## src/rtl/riscv_pkg.sv

```systemverilog
`default_nettype none
// ============================================================================
//  Module      : riscv_pkg
//  Description : Shared core definitions for the fetch stage: datapath width,
//                reset/trap vectors and the fetch sequencer state encoding.
//  Contents    : XLEN, RESET_VECTOR, TRAP_VECTOR, fetch_state_t
//  Revision    : 1.0  initial release
// ============================================================================
package riscv_pkg;

    localparam int          XLEN         = 32;
    localparam logic [31:0] RESET_VECTOR = 32'h0000_0000;
    localparam logic [31:0] TRAP_VECTOR  = 32'h0000_0100;

    typedef enum logic [1:0] {
        RUN        = 2'd0,
        WAIT_MEM   = 2'd1,
        REDIR_PEND = 2'd2
    } fetch_state_t;

endpackage : riscv_pkg
`default_nettype wire

```

## src/rtl/fetch_redirect_if.sv

```systemverilog
`default_nettype none
// ============================================================================
//  Module      : fetch_redirect_if
//  Description : Bundle between the IF-stage PC sequencer and its neighbours
//                (EX redirect source, ID hazard unit, instruction memory and
//                the IF/ID, ID/EX pipeline registers).
//  Modports    : master - the fetch sequencer (drives *_o, samples *_i)
//                slave  - the surrounding pipeline / memory side
//  Signals     : jump_i, ex_valid_i, target_i, stall_i, imem_ready_i  (to seq)
//                imem_req_o, pc_o, pc_plus4_o, if_id_flush_o,
//                id_ex_flush_o, misalign_o                          (from seq)
//  Revision    : 1.0  initial release
// ============================================================================
interface fetch_redirect_if #(
    parameter int XLEN = riscv_pkg::XLEN
);
    logic            jump_i;
    logic            ex_valid_i;
    logic [XLEN-1:0] target_i;
    logic            stall_i;
    logic            imem_ready_i;
    logic            imem_req_o;
    logic [XLEN-1:0] pc_o;
    logic [XLEN-1:0] pc_plus4_o;
    logic            if_id_flush_o;
    logic            id_ex_flush_o;
    logic            misalign_o;

    modport master (
        input  jump_i, ex_valid_i, target_i, stall_i, imem_ready_i,
        output imem_req_o, pc_o, pc_plus4_o, if_id_flush_o, id_ex_flush_o,
               misalign_o
    );

    modport slave (
        output jump_i, ex_valid_i, target_i, stall_i, imem_ready_i,
        input  imem_req_o, pc_o, pc_plus4_o, if_id_flush_o, id_ex_flush_o,
               misalign_o
    );
endinterface : fetch_redirect_if
`default_nettype wire

```

## src/rtl/fetch_redirect_hold.sv

```systemverilog
`default_nettype none
// ============================================================================
//  Module      : fetch_redirect_hold
//  Description : Pending-redirect register. Captures a redirect target that
//                could not be issued because imem was busy, and clears it once
//                the sequencer has consumed it.
//  Ports       : clk, rst_n           clock / async active-low reset
//                load_i, target_i     capture a new pending target
//                consume_i            pending target has been applied
//                pend_pc_o            currently held target
//  Revision    : 1.0  initial release
// ============================================================================
module fetch_redirect_hold #(
    parameter int XLEN = riscv_pkg::XLEN
) (
    input  wire logic            clk,
    input  wire logic            rst_n,
    input  wire logic            load_i,
    input  wire logic [XLEN-1:0] target_i,
    input  wire logic            consume_i,
    output logic      [XLEN-1:0] pend_pc_o
);

    logic [XLEN-1:0] r_pend_pc;

    // A newer redirect always replaces an older one, so load wins over consume.
    always_ff @(posedge clk or negedge rst_n) begin
        if (!rst_n) begin
            r_pend_pc <= '0;
        end else if (load_i) begin
            r_pend_pc <= target_i;
        end else if (consume_i) begin
            r_pend_pc <= '0;
        end
    end

    assign pend_pc_o = r_pend_pc;

endmodule : fetch_redirect_hold
`default_nettype wire

```

## src/rtl/fetch_redirect.sv

```systemverilog
`default_nettype none
// ============================================================================
//  Module      : fetch_redirect
//  Description : IF-stage PC sequencer. Holds the PC, issues fetch requests,
//                applies EX-stage taken-branch/jump redirects, pulses the
//                IF/ID and ID/EX flushes, and parks a redirect that arrives
//                while imem is busy so it is never lost.
//  Ports       : clk    rising-edge clock
//                rst_n  asynchronous active-low reset
//                bus    fetch_redirect_if.master (see interface header)
//  Config      : FETCH_MISALIGN_TRAP_EN - when defined, a redirect to a
//                target with target_i[1:0]!=0 goes to TRAP_VECTOR and pulses
//                misalign_o; otherwise the low two target bits are masked.
//  Revision    : 1.0  initial release
// ============================================================================
import riscv_pkg::*;

module fetch_redirect #(
    parameter int              XLEN         = riscv_pkg::XLEN,
    parameter logic [XLEN-1:0] RESET_VECTOR = XLEN'(riscv_pkg::RESET_VECTOR),
    parameter logic [XLEN-1:0] TRAP_VECTOR  = XLEN'(riscv_pkg::TRAP_VECTOR)
) (
    input  wire logic       clk,
    input  wire logic       rst_n,
    fetch_redirect_if.master bus
);

    fetch_state_t    r_state;
    fetch_state_t    w_state_nxt;
    logic            r_active;      // low only in the first cycle out of reset
    logic [XLEN-1:0] r_pc;
    logic [XLEN-1:0] w_pc_nxt;
    logic [XLEN-1:0] w_pc_plus4;
    logic [XLEN-1:0] w_redir_pc;
    logic [XLEN-1:0] w_pend_pc;
    logic            w_take;
    logic            w_misalign;
    logic            w_flush;
    logic            w_pend_load;
    logic            w_pend_consume;

    assign w_take     = bus.jump_i & bus.ex_valid_i & r_active;
    assign w_pc_plus4 = r_pc + XLEN'(4);   // wraps modulo 2^XLEN

`ifdef FETCH_MISALIGN_TRAP_EN
    assign w_misalign = |bus.target_i[1:0];
    assign w_redir_pc = w_misalign ? TRAP_VECTOR : bus.target_i;
`else
    // Low target bits and the trap vector are deliberately unused here.
    logic w_unused_cfg;
    assign w_unused_cfg = ^{bus.target_i[1:0], TRAP_VECTOR};
    assign w_misalign   = 1'b0;
    assign w_redir_pc   = {bus.target_i[XLEN-1:2], 2'b00};
`endif

    // ------------------------------------------------------------------
    // State / PC registers
    // ------------------------------------------------------------------
    always_ff @(posedge clk or negedge rst_n) begin
        if (!rst_n) begin
            r_state  <= RUN;
            r_active <= 1'b0;
            r_pc     <= RESET_VECTOR;
        end else begin
            r_state  <= w_state_nxt;
            r_active <= 1'b1;
            r_pc     <= w_pc_nxt;
        end
    end

    // ------------------------------------------------------------------
    // Next-state / PC selection. Priority: redirect > stall > sequential.
    // ------------------------------------------------------------------
    always_comb begin
        w_state_nxt    = r_state;
        w_pc_nxt       = r_pc;
        w_flush        = 1'b0;
        w_pend_load    = 1'b0;
        w_pend_consume = 1'b0;

        if (r_active) begin
            unique case (r_state)
                RUN, WAIT_MEM: begin
                    if (w_take) begin
                        w_flush = 1'b1;
                        if (bus.imem_ready_i) begin
                            w_pc_nxt    = w_redir_pc;
                            w_state_nxt = RUN;
                        end else begin
                            w_pend_load = 1'b1;
                            w_state_nxt = REDIR_PEND;
                        end
                    end else if (bus.imem_ready_i) begin
                        if (!bus.stall_i) begin
                            w_pc_nxt = w_pc_plus4;
                        end
                        w_state_nxt = RUN;
                    end else begin
                        w_state_nxt = WAIT_MEM;
                    end
                end

                REDIR_PEND: begin
                    // The stale request stays on the bus until imem takes it;
                    // the word it returns was already squashed by the flush.
                    if (w_take) begin
                        w_flush = 1'b1;
                        if (bus.imem_ready_i) begin
                            w_pc_nxt       = w_redir_pc;
                            w_pend_consume = 1'b1;
                            w_state_nxt    = RUN;
                        end else begin
                            w_pend_load = 1'b1;
                        end
                    end else if (bus.imem_ready_i) begin
                        w_pc_nxt       = w_pend_pc;
                        w_pend_consume = 1'b1;
                        w_state_nxt    = RUN;
                    end
                end

                default: begin
                    w_state_nxt = RUN;
                end
            endcase
        end
    end

    fetch_redirect_hold #(
        .XLEN      (XLEN)
    ) u_hold (
        .clk       (clk),
        .rst_n     (rst_n),
        .load_i    (w_pend_load),
        .target_i  (w_redir_pc),
        .consume_i (w_pend_consume),
        .pend_pc_o (w_pend_pc)
    );

    assign bus.imem_req_o    = r_active;
    assign bus.pc_o          = r_pc;
    assign bus.pc_plus4_o    = w_pc_plus4;
    assign bus.if_id_flush_o = w_flush;
    assign bus.id_ex_flush_o = w_flush;
    assign bus.misalign_o    = w_flush & w_misalign;

endmodule : fetch_redirect
`default_nettype wire
```

## src/flat_wrapper.sv

```systemverilog
// flat-port wrapper written by rule: the top's interface ports become plain ports
module fetch_redirect_flat 
#(
    parameter int              XLEN         = riscv_pkg::XLEN,
    parameter logic [XLEN-1:0] RESET_VECTOR = XLEN'(riscv_pkg::RESET_VECTOR),
    parameter logic [XLEN-1:0] TRAP_VECTOR  = XLEN'(riscv_pkg::TRAP_VECTOR)
)
  (clk, rst_n, bus_jump_i, bus_ex_valid_i, bus_target_i, bus_stall_i, bus_imem_ready_i, bus_imem_req_o, bus_pc_o, bus_pc_plus4_o, bus_if_id_flush_o, bus_id_ex_flush_o, bus_misalign_o);
  fetch_redirect_if #(.XLEN(XLEN)) bus_i ();
  input  wire logic clk;
  input  wire logic rst_n;
  input wire logic [$bits(bus_i.jump_i)-1:0] bus_jump_i;
  input wire logic [$bits(bus_i.ex_valid_i)-1:0] bus_ex_valid_i;
  input wire logic [$bits(bus_i.target_i)-1:0] bus_target_i;
  input wire logic [$bits(bus_i.stall_i)-1:0] bus_stall_i;
  input wire logic [$bits(bus_i.imem_ready_i)-1:0] bus_imem_ready_i;
  output wire logic [$bits(bus_i.imem_req_o)-1:0] bus_imem_req_o;
  output wire logic [$bits(bus_i.pc_o)-1:0] bus_pc_o;
  output wire logic [$bits(bus_i.pc_plus4_o)-1:0] bus_pc_plus4_o;
  output wire logic [$bits(bus_i.if_id_flush_o)-1:0] bus_if_id_flush_o;
  output wire logic [$bits(bus_i.id_ex_flush_o)-1:0] bus_id_ex_flush_o;
  output wire logic [$bits(bus_i.misalign_o)-1:0] bus_misalign_o;
  assign bus_i.jump_i = bus_jump_i;
  assign bus_i.ex_valid_i = bus_ex_valid_i;
  assign bus_i.target_i = bus_target_i;
  assign bus_i.stall_i = bus_stall_i;
  assign bus_i.imem_ready_i = bus_imem_ready_i;
  assign bus_imem_req_o = bus_i.imem_req_o;
  assign bus_pc_o = bus_i.pc_o;
  assign bus_pc_plus4_o = bus_i.pc_plus4_o;
  assign bus_if_id_flush_o = bus_i.if_id_flush_o;
  assign bus_id_ex_flush_o = bus_i.id_ex_flush_o;
  assign bus_misalign_o = bus_i.misalign_o;
  fetch_redirect #(.XLEN(XLEN), .RESET_VECTOR(RESET_VECTOR), .TRAP_VECTOR(TRAP_VECTOR)) u_core (.clk(clk), .rst_n(rst_n), .bus(bus_i));
endmodule
```

## config.mk

```make
export PLATFORM = sky130hd
export DESIGN_NAME = fetch_redirect_flat
export DESIGN_NICKNAME = d
export VERILOG_FILES = /design/src/rtl/riscv_pkg.sv /design/src/rtl/fetch_redirect_if.sv /design/src/rtl/fetch_redirect_hold.sv /design/src/rtl/fetch_redirect.sv /design/src/flat_wrapper.sv
export SDC_FILE = /design/constraint.sdc
export NUM_CORES = 1
export LEC_CHECK = 0
export ABC_AREA = 0
export BUFFER_PORTS_ARGS = -buffer_cell sky130_fd_sc_hd__buf_2
export CORE_ASPECT_RATIO = 1.75
export CORE_UTILIZATION = 50
export DETAILED_ROUTE_END_ITERATION = 6
export PLACE_DENSITY = 0.77
export SLEW_MARGIN = 20
export SYNTH_ARGS = -nofsm -noshare
export SYNTH_HDL_FRONTEND = slang
export SYNTH_SLANG_ARGS = --single-unit
export TNS_END_PERCENT = 1
```

## constraint.sdc

```tcl
create_clock -name clk -period 3.65 [get_ports clk]
set_input_delay 0.9125 -clock clk [delete_from_list [all_inputs] [get_ports clk]]
set_output_delay 0.9125 -clock clk [all_outputs]
set_load 0.02 [all_outputs]
```

==> results of run 1 <==
[cells in the mapped netlist (4+ instances only)]
cell	number
a211o_1	4
a21oi_1	24
a22o_1	30
a31oi_1	10
and4_1	7
buf_2	4
buf_4	4
clkbuf_1	28
dfrtp_1	65
inv_1	10
mux2i_1	8
nand2_1	34
nand3_1	16
nand4_1	11
nor2_1	28
nor3_1	14
nor4_1	5
o21a_1	7
o21ai_0	25
o221a_2	4
o22a_1	7
o22ai_1	16
xnor2_1	14
xor2_1	14
[per-layer routing]
layer / vias up / wire length (um)
li1: 1777 / -
met1: 1894 / 4450
met2: 198 / 6410
met3: 41 / 690
met4: 0 / 421
met5: - / 0
[sequential cells by signal (all words and copies together) (netlist names)]
name / flops
u_core.bus.imem_req_o: 1
u_core.u_hold.pend_pc_o: 30
u_core.bus.pc_o: 32
u_core.r_state: 2
[placed cells by master, fill, tap and decap left out, types with 15 or more instances in the layout]
cell type    n
a21oi_1     24
a22o_1      30
buf_2      101
buf_4       15
dfrtp_1     65
nand2_1     34
nand3_1     16
nor2_1      27
o21ai_0     25
o22ai_1     16
[final cells by class]
type                       instances  area, sq um
timing repair buffer             116          618
fill                             649         2780
sequential                        65         1630
clock inverter                     3         40.0
inverter                          10         37.5
clock buffer                      12          256
tap                               88          110
multi-input combinational        316         2040
[power by group through the flow]
stage	registers [mW]	logic [mW]	clock network [mW]
global placement	1.24	1.59	0
global route	1.30	1.74	0.905
detailed placement	1.26	1.61	0
finish	1.26	1.62	0.865
floorplan	1.35	0.955	0
CTS	1.25	1.62	0.875
[worst paths after layout]
| kind | from | end | slack [ps] | cells after the start |
|---|---|---|---|---|
| worst max-delay path | u_core.bus.pc_o[6] | bus_pc_plus4_o[29] | 170 | 6 |
| worst min-delay path | u_core.u_hold.pend_pc_o[5] | u_core.u_hold.pend_pc_o[5] | 490 | 1 |
| worst max register to register | u_core.bus.imem_req_o | u_core.bus.pc_o[19] | 1450 | 6 |
| worst min register to register | u_core.u_hold.pend_pc_o[5] | u_core.u_hold.pend_pc_o[5] | 490 | 1 |
| max in group asynchronous | rst_n | u_core.bus.pc_o[11] | 2420 | 2 |
| min in group asynchronous | rst_n | u_core.bus.pc_o[1] | 600 | 1 |
[per-stage QoR]
step | instances | power, mW | utilization, %
after floorplan | 428 | 2.31 | -
after global placement | 595 | 2.83 | 59.0
after detailed placement | 595 | 2.87 | 59.0
after CTS | 610 | 3.75 | 62.9
after global routing | 610 | 3.94 | 63.0
final | 610 | 3.75 | 63.0
[cell families after synthesis]
logic type	after synthesis
adder cells (fa/ha/maj)	1
multiplexers	8
flip-flops	65
other	2
buffers and inverters	47
AND/OR/NAND/NOR	130
AO/OA/AOI/OAI	147
XOR/XNOR	28
[worst max-delay path: stages (launching register included)]
cell and delay [ps]:
dfrtp_1 470, nand4_1 180, or4_1 690, or2_2 350
nor2_1 200, xor2_1 160, buf_2 170
==> results by group, run 1 <==
Outcome
  • Outcome: complete, no violations

Timing
  • Worst-margin pin slew: 756 ps
  • Setup Viol. Count Final: 0
  • Final setup margin: 172 ps
  • Sum Neg Setup Slack: 0 ps
  • Final hold viol count: 0
  • Setup Skew: 8.00 ps
  • Crit share post-route: 95.3%
  • Max Clk Rate: 0.287 GHz
  • Relative slew slack: 49.4%
  • RSZ-0062 raised after global routing: false
  • Slew Limit Fails: 0
  • Final hold slack: 493 ps
  • Tmin final: 3480 ps

Global routing
  • Global routing's busiest layer: met2
  • Number of global-route vias before repair: slightly below 4000
  • Met3 global-route usage: 7.14%
  • GRT Util Overall: a little under a third
  • Initial antenna violation count: 0
  • Grt total ovfl: 0
  • GRT met1 Usage: about 36%
  • Met2 GRT Util: 51.5%
  • Largest net degree at the start of global routing: 49
  • Global-route wire length before repair: 18800 um

Synthesis
  • Number of synthesized flops with an enable pin: 0
  • Main combinational cell family by area after synthesis: compound AO/OA/AOI/OAI gates
  • Mapped cell area: 0.00386 sq mm
  • Yosys top cell by area: dfrtp_1
  • Number of synthesis warnings: 0
  • Synth Area in Compound Gates: 26.9%
  • Adder-cell share of the synthesized area: 0.324%
  • Predominant post-synthesis flop cell: dfrtp_1
  • Post-synthesis mux area share: 2.08%
  • Post-synthesis sequential area ratio: 42.2%
  • Post-synth ARST share: 100%
  • Synth Register Bits: 65
  • Avg Cell Area, Syn: 9.02 sq um
  • Yosys top cell area share: 42.2%
  • Library cells used by synthesis: 51
  • Synth Net Count: between 400 and 500
  • Post-synthesis cell count: 428
  • Ranking of synthesized cells by area: dfrtp_1 (42%), a22o_1 (6.8%), nand2_1 (3.3%)
  • Simple-Gate Fraction of Synth Area: 16.9%
  • Xor and xnor fraction of the mapped netlist area: under 10%

Final layout
  • Finished layout cell area: around 0.0047 sq mm
  • Nets: 557
  • Antenna cells: 0
  • Area grow syn2layout: 22.6%
  • Layout cells sized above 1: between 20% and 30%

Drt
  • Via count: ~3900
  • Routed vias/inst: approximately 6.4
  • DRC viols: 0
  • Drt pass-1 iters: 5
  • Detailed-route wire length: approximately 12000 um
  • Routed Antenna Nets: 0
  • Initial DRC Count: roughly 400
  • Routed len/inst: 19.6 um

Critical path
  • CP Max Fanout: 8
  • Startpoint class of the critical path: register
  • Required time of the critical path: between 2000 and 3000 ps
  • Class of the most critical setup path: register to output pin
  • CP endpoint kind: output pin
  • Arr. time, crit path: about 2600 ps

Die
  • Die area: 0.00809 sq mm
  • Core Region: 0.00751 sq mm
  • Io pins: 106
  • Starting Density: 51.3%
  • Die Ht: between 100 and 150 um
  • FP Rows: between 40 and 50
  • Die span in x: 68.4 um

Pwr
  • Peak VDD IR: 0.000477 V
  • Clock share of power: 23.1%
  • Psw: 1.63 mW
  • Sequential power share: 33.7%
  • Logic pwr share: approximately 43%
  • Leakage: 2.15 nW
  • P per Cell Area: slightly below 800 mW/mm^2
  • Switching share of power: 43.4%
  • Pint: approximately 2.1 mW

Placed design
  • Routability cong.: between 0.8 and 0.9
  • Placed inst area: ~0.0044 sq mm
  • Port bufs: 102
  • Pre-CTS setup slack: 538 ps
  • DP HPWL: 8240 um

Clock network
  • Post-CTS sizing: 0
  • Skew-Pair Late Insertion Delay: 340 ps
  • Hold buffers post-CTS: 0
  • Total CTS buffers: 9
  • CTS tree: done
  • Max Buffers Root-to-Sink: 2
  • CTS Sinks: 65
  • Post-CTS Setup Inserts: 0
  • Worst-path clk slew: 50 ps
  • Number of H-tree levels: 3
  • Root Buffer: clkbuf_16

Run
  • Max_cap viols: 0

Hold path
  • Hold WC Path Type: register to register
Power figures use the tool's default switching activity.
==> inputs of run 2 (changes only) <==
ABC_AREA = 1   (was 0)
PLACE_DENSITY = 0.75   (was 0.77)
==> run 2 against run 1 <==
- cell count is 41% higher
- highest routed layer unchanged
- largest cell class unchanged
- flip-flop and latch count stayed put
- utilization is 1.5 points lower
==> results by group, run 2 <==
Clock network
  • Post-CTS sizing: 0 (unchanged)
  • Worst-path clk slew: 60 ps (about the same)
  • Hold buffers post-CTS: 0 (unchanged)
  • Number of H-tree levels: 3 (unchanged)
  • Skew-Pair Late Insertion Delay: 340 ps (about the same)
  • Post-CTS Setup Inserts: 0 (unchanged)
  • Max Buffers Root-to-Sink: 2 (unchanged)
  • Total CTS buffers: 9 (unchanged)
  • CTS Sinks: 65 (unchanged)
  • Root Buffer: clkbuf_16
  • CTS tree: done

Timing
  • Slew Limit Fails: 0 (unchanged)
  • Final setup margin: 663 ps (+491 ps)
  • RSZ-0062 raised after global routing: false
  • Worst-margin pin slew: 690 ps (-66.2 ps)
  • Setup Viol. Count Final: 0 (unchanged)
  • Setup Skew: 6.80 ps (-1.20 ps)
  • Sum Neg Setup Slack: 0 ps (unchanged)
  • Crit share post-route: 81.8% (-13 points)
  • Tmin final: 2990 ps (-491 ps)
  • Relative slew slack: 53.9% (+4.5 points)
  • Max Clk Rate: 0.335 GHz (+16%)
  • Final hold viol count: 0 (unchanged)

Global routing
  • Grt total ovfl: 0 (unchanged)
  • GRT Util Overall: 29.7% (-2.1 points)
  • Number of global-route vias before repair: 4425 (+12%)
  • Initial antenna violation count: 0 (unchanged)
  • Global-route wire length before repair: 20900 um (+11%)
  • Largest net degree at the start of global routing: 58 (+18%)

Die
  • Starting Density: 51.2% (-0.14 points)
  • Core Region: 0.00867 sq mm (+15%)
  • Die span in x: 73.2 um (+7.1%)
  • FP Rows: 45 (+7.1%)
  • Die Ht: 127 um (+7.2%)
  • Die area: 0.00928 sq mm (+15%)
  • Io pins: 106 (unchanged)

Pwr
  • Leakage: 2.81 nW (+31%)
  • P per Cell Area: 696 mW/mm^2 (-12%)
  • Peak VDD IR: 0.000528 V (+11%)

Synthesis
  • Number of synthesis warnings: 0 (unchanged)
  • Avg Cell Area, Syn: 6.84 sq um (-24%)
  • Predominant post-synthesis flop cell: dfrtp_1
  • Post-synthesis cell count: 649 (+52%)
  • Synth Register Bits: 65 (unchanged)
  • Library cells used by synthesis: 33 (-35%)
  • Synth Net Count: 688 (+47%)
  • Most numerous cell in the Yosys netlist: nand2_1
  • Post-synth ARST share: 100% (unchanged)
  • Mapped cell area: 0.00444 sq mm (+15%)
  • Synth top cells by count: nand2_1 (197), inv_1 (86), o21ai_0 (66)
  • Yosys top cell by area: dfrtp_1
  • Post-synthesis sequential area ratio: 36.6% (-5.5 points)
  • Ranking of synthesized cells by area: dfrtp_1 (37%), nand2_1 (17%), o21ai_0 (7.4%)
  • Yosys top cell area share: 36.6% (-5.5 points)
  • Number of synthesized flops with an enable pin: 0 (unchanged)

Drt
  • Routed len/inst: 15.2 um (-23%)
  • Via count: 4643 (+19%)
  • Routed Antenna Nets: 0 (unchanged)
  • Initial DRC Count: 298 (-24%)
  • Drt pass-1 iters: 7 (+2)
  • DRC viols: 0 (unchanged)
  • Detailed-route wire length: 13100 um (+9.1%)
  • Routed vias/inst: 5.40 (-16%)

Final layout
  • Register area: 0.00163 sq mm (unchanged)
  • Area grow syn2layout: 20.1%
  • Fillers: 845 (+30%)
  • Max reg flops: 32 (unchanged)
  • Antenna cells: 0 (unchanged)
  • Most frequent cells in the layout: nand2_1 (197), buf_2 (102), inv_1 (86), o21ai_0 (66), dfrtp_1 (65)
  • Area of the multi-input gates: 0.00232 sq mm (+14%)
  • Nets: 777 (+39%)
  • Commonest non-fill, non-tap cell in the layout: nand2_1
  • Layout Utilization: 61.5% (-1.5 points)
  • Layout cells sized above 1: 21.7% (-5.9 points)

Placed design
  • DP HPWL: 8980 um (+8.9%)
  • Routability cong.: 0.920 (+4.0%)
  • Port bufs: 102 (unchanged)
  • Pre-CTS setup slack: 850 ps (+312 ps)

Critical path
  • Arr. time, crit path: 2070 ps (-500 ps)
  • CP peak stage delay: 440 ps (-250 ps)
  • CP endpoint kind: output pin
  • CP Cell Sequence: ha_1 -> nand2_1 -> nor2_2 -> nand2_1 -> nor2_4 -> nand3_1 -> and2_1 -> buf_2
  • Cell at the slowest stage of the critical path: dfrtp_1
  • Crit path top cell by count: nand2_1
  • Startpoint class of the critical path: register
  • Class of the most critical setup path: register to output pin
  • Required time of the critical path: 2740 ps (about the same)
  • CP Max Fanout: 5 (-3)

Hold path
  • Hold WC Path Type: primary input to async pin

Run
  • Max_cap viols: 0 (unchanged)

Outcome
  • Outcome: complete, no violations
==> run 2: cell count changes after synthesis, sizes merged, moves of 11 or more <==
cell    delta
nand3     +32
o21ai     +42
nor3      -14
buf       +11
nor2      +43
inv       +77
xnor2     -13
clkbuf    -15
a21oi     -13
nand2    +168
a22o      -30
==> run 2: area by class of cell <==
class,count,share of cell area [%]
inverters,87,6.12
well taps,117,2.75
flip-flops and latches,65,30.5
multi-input cells,464,43.6
clock buffers,10,4.48
clock inverters,6,1.71
repair buffers,111,10.8
==> run 2: worst max-delay path, delay by kind of cell, from the launching register on <==
kind	cells	cell delay [ps]
adders and majority gates	1	240
DFF	1	440
and+or+nand+nor	6	900
buffers and inverters	1	150
==> run 2: metrics by stage <==
stage	hold slack, ps	power (mW)	std cells	cell area, sq um
6_report	491	3.71	860	5330
2_1_floorplan	475	2.21	649	4440
5_1_grt	526	3.92	860	5330
4_1_cts	504	3.72	860	5330
3_3_place_gp	496	2.72	844	5000
3_5_place_dp	509	2.75	844	5000
==> run 2: final timing paths <==
path / start / to / slack [ps] / cells after the start
setup / recovery: u_core.bus.pc_o[2] / bus_pc_plus4_o[24] / 660 / 8
hold / removal: rst_n / u_core.u_hold.pend_pc_o[31] / 490 / 1
setup reg to reg: u_core.bus.imem_req_o / u_core.bus.pc_o[26] / 1440 / 9
hold reg to reg: u_core.bus.pc_o[0] / u_core.bus.pc_o[0] / 520 / 2
max in group asynchronous: rst_n / u_core.bus.pc_o[4] / 2150 / 2
min in group clk: u_core.bus.pc_o[0] / u_core.bus.pc_o[0] / 520 / 2
==> run 2: cells by family after synthesis <==
| kind of cell | share of synthesized area [%] |
|---|---|
| AND/OR/NAND/NOR | 33.4 |
| XOR/XNOR | 4.31 |
| flip-flops | 36.6 |
| adder cells (fa/ha/maj) | 0.282 |
| buffers and inverters | 11.2 |
| other | 0.169 |
| AO/OA/AOI/OAI | 14.1 |
==> run 2: routing by layer <==
metal | track usage, % | share of wire (%) | wire length, um | up-vias
li1 | - | - | - | 2222
met1 | 33.0 | 37 | 4890 | 2204
met2 | 52.5 | 53 | 6990 | 173
met3 | 4.77 | 5.0 | 648 | 44
met4 | 15.8 | 4.2 | 544 | 0
met5 | 0 | 0 | 0 | -
==> run 2: power breakdown <==
part           internal [mW]  switching (mW)  total, mW
Sequential             0.925           0.281       1.21
Combinational          0.520            1.03       1.55
Clock                  0.617           0.341      0.959
Total                   2.06            1.65       3.71
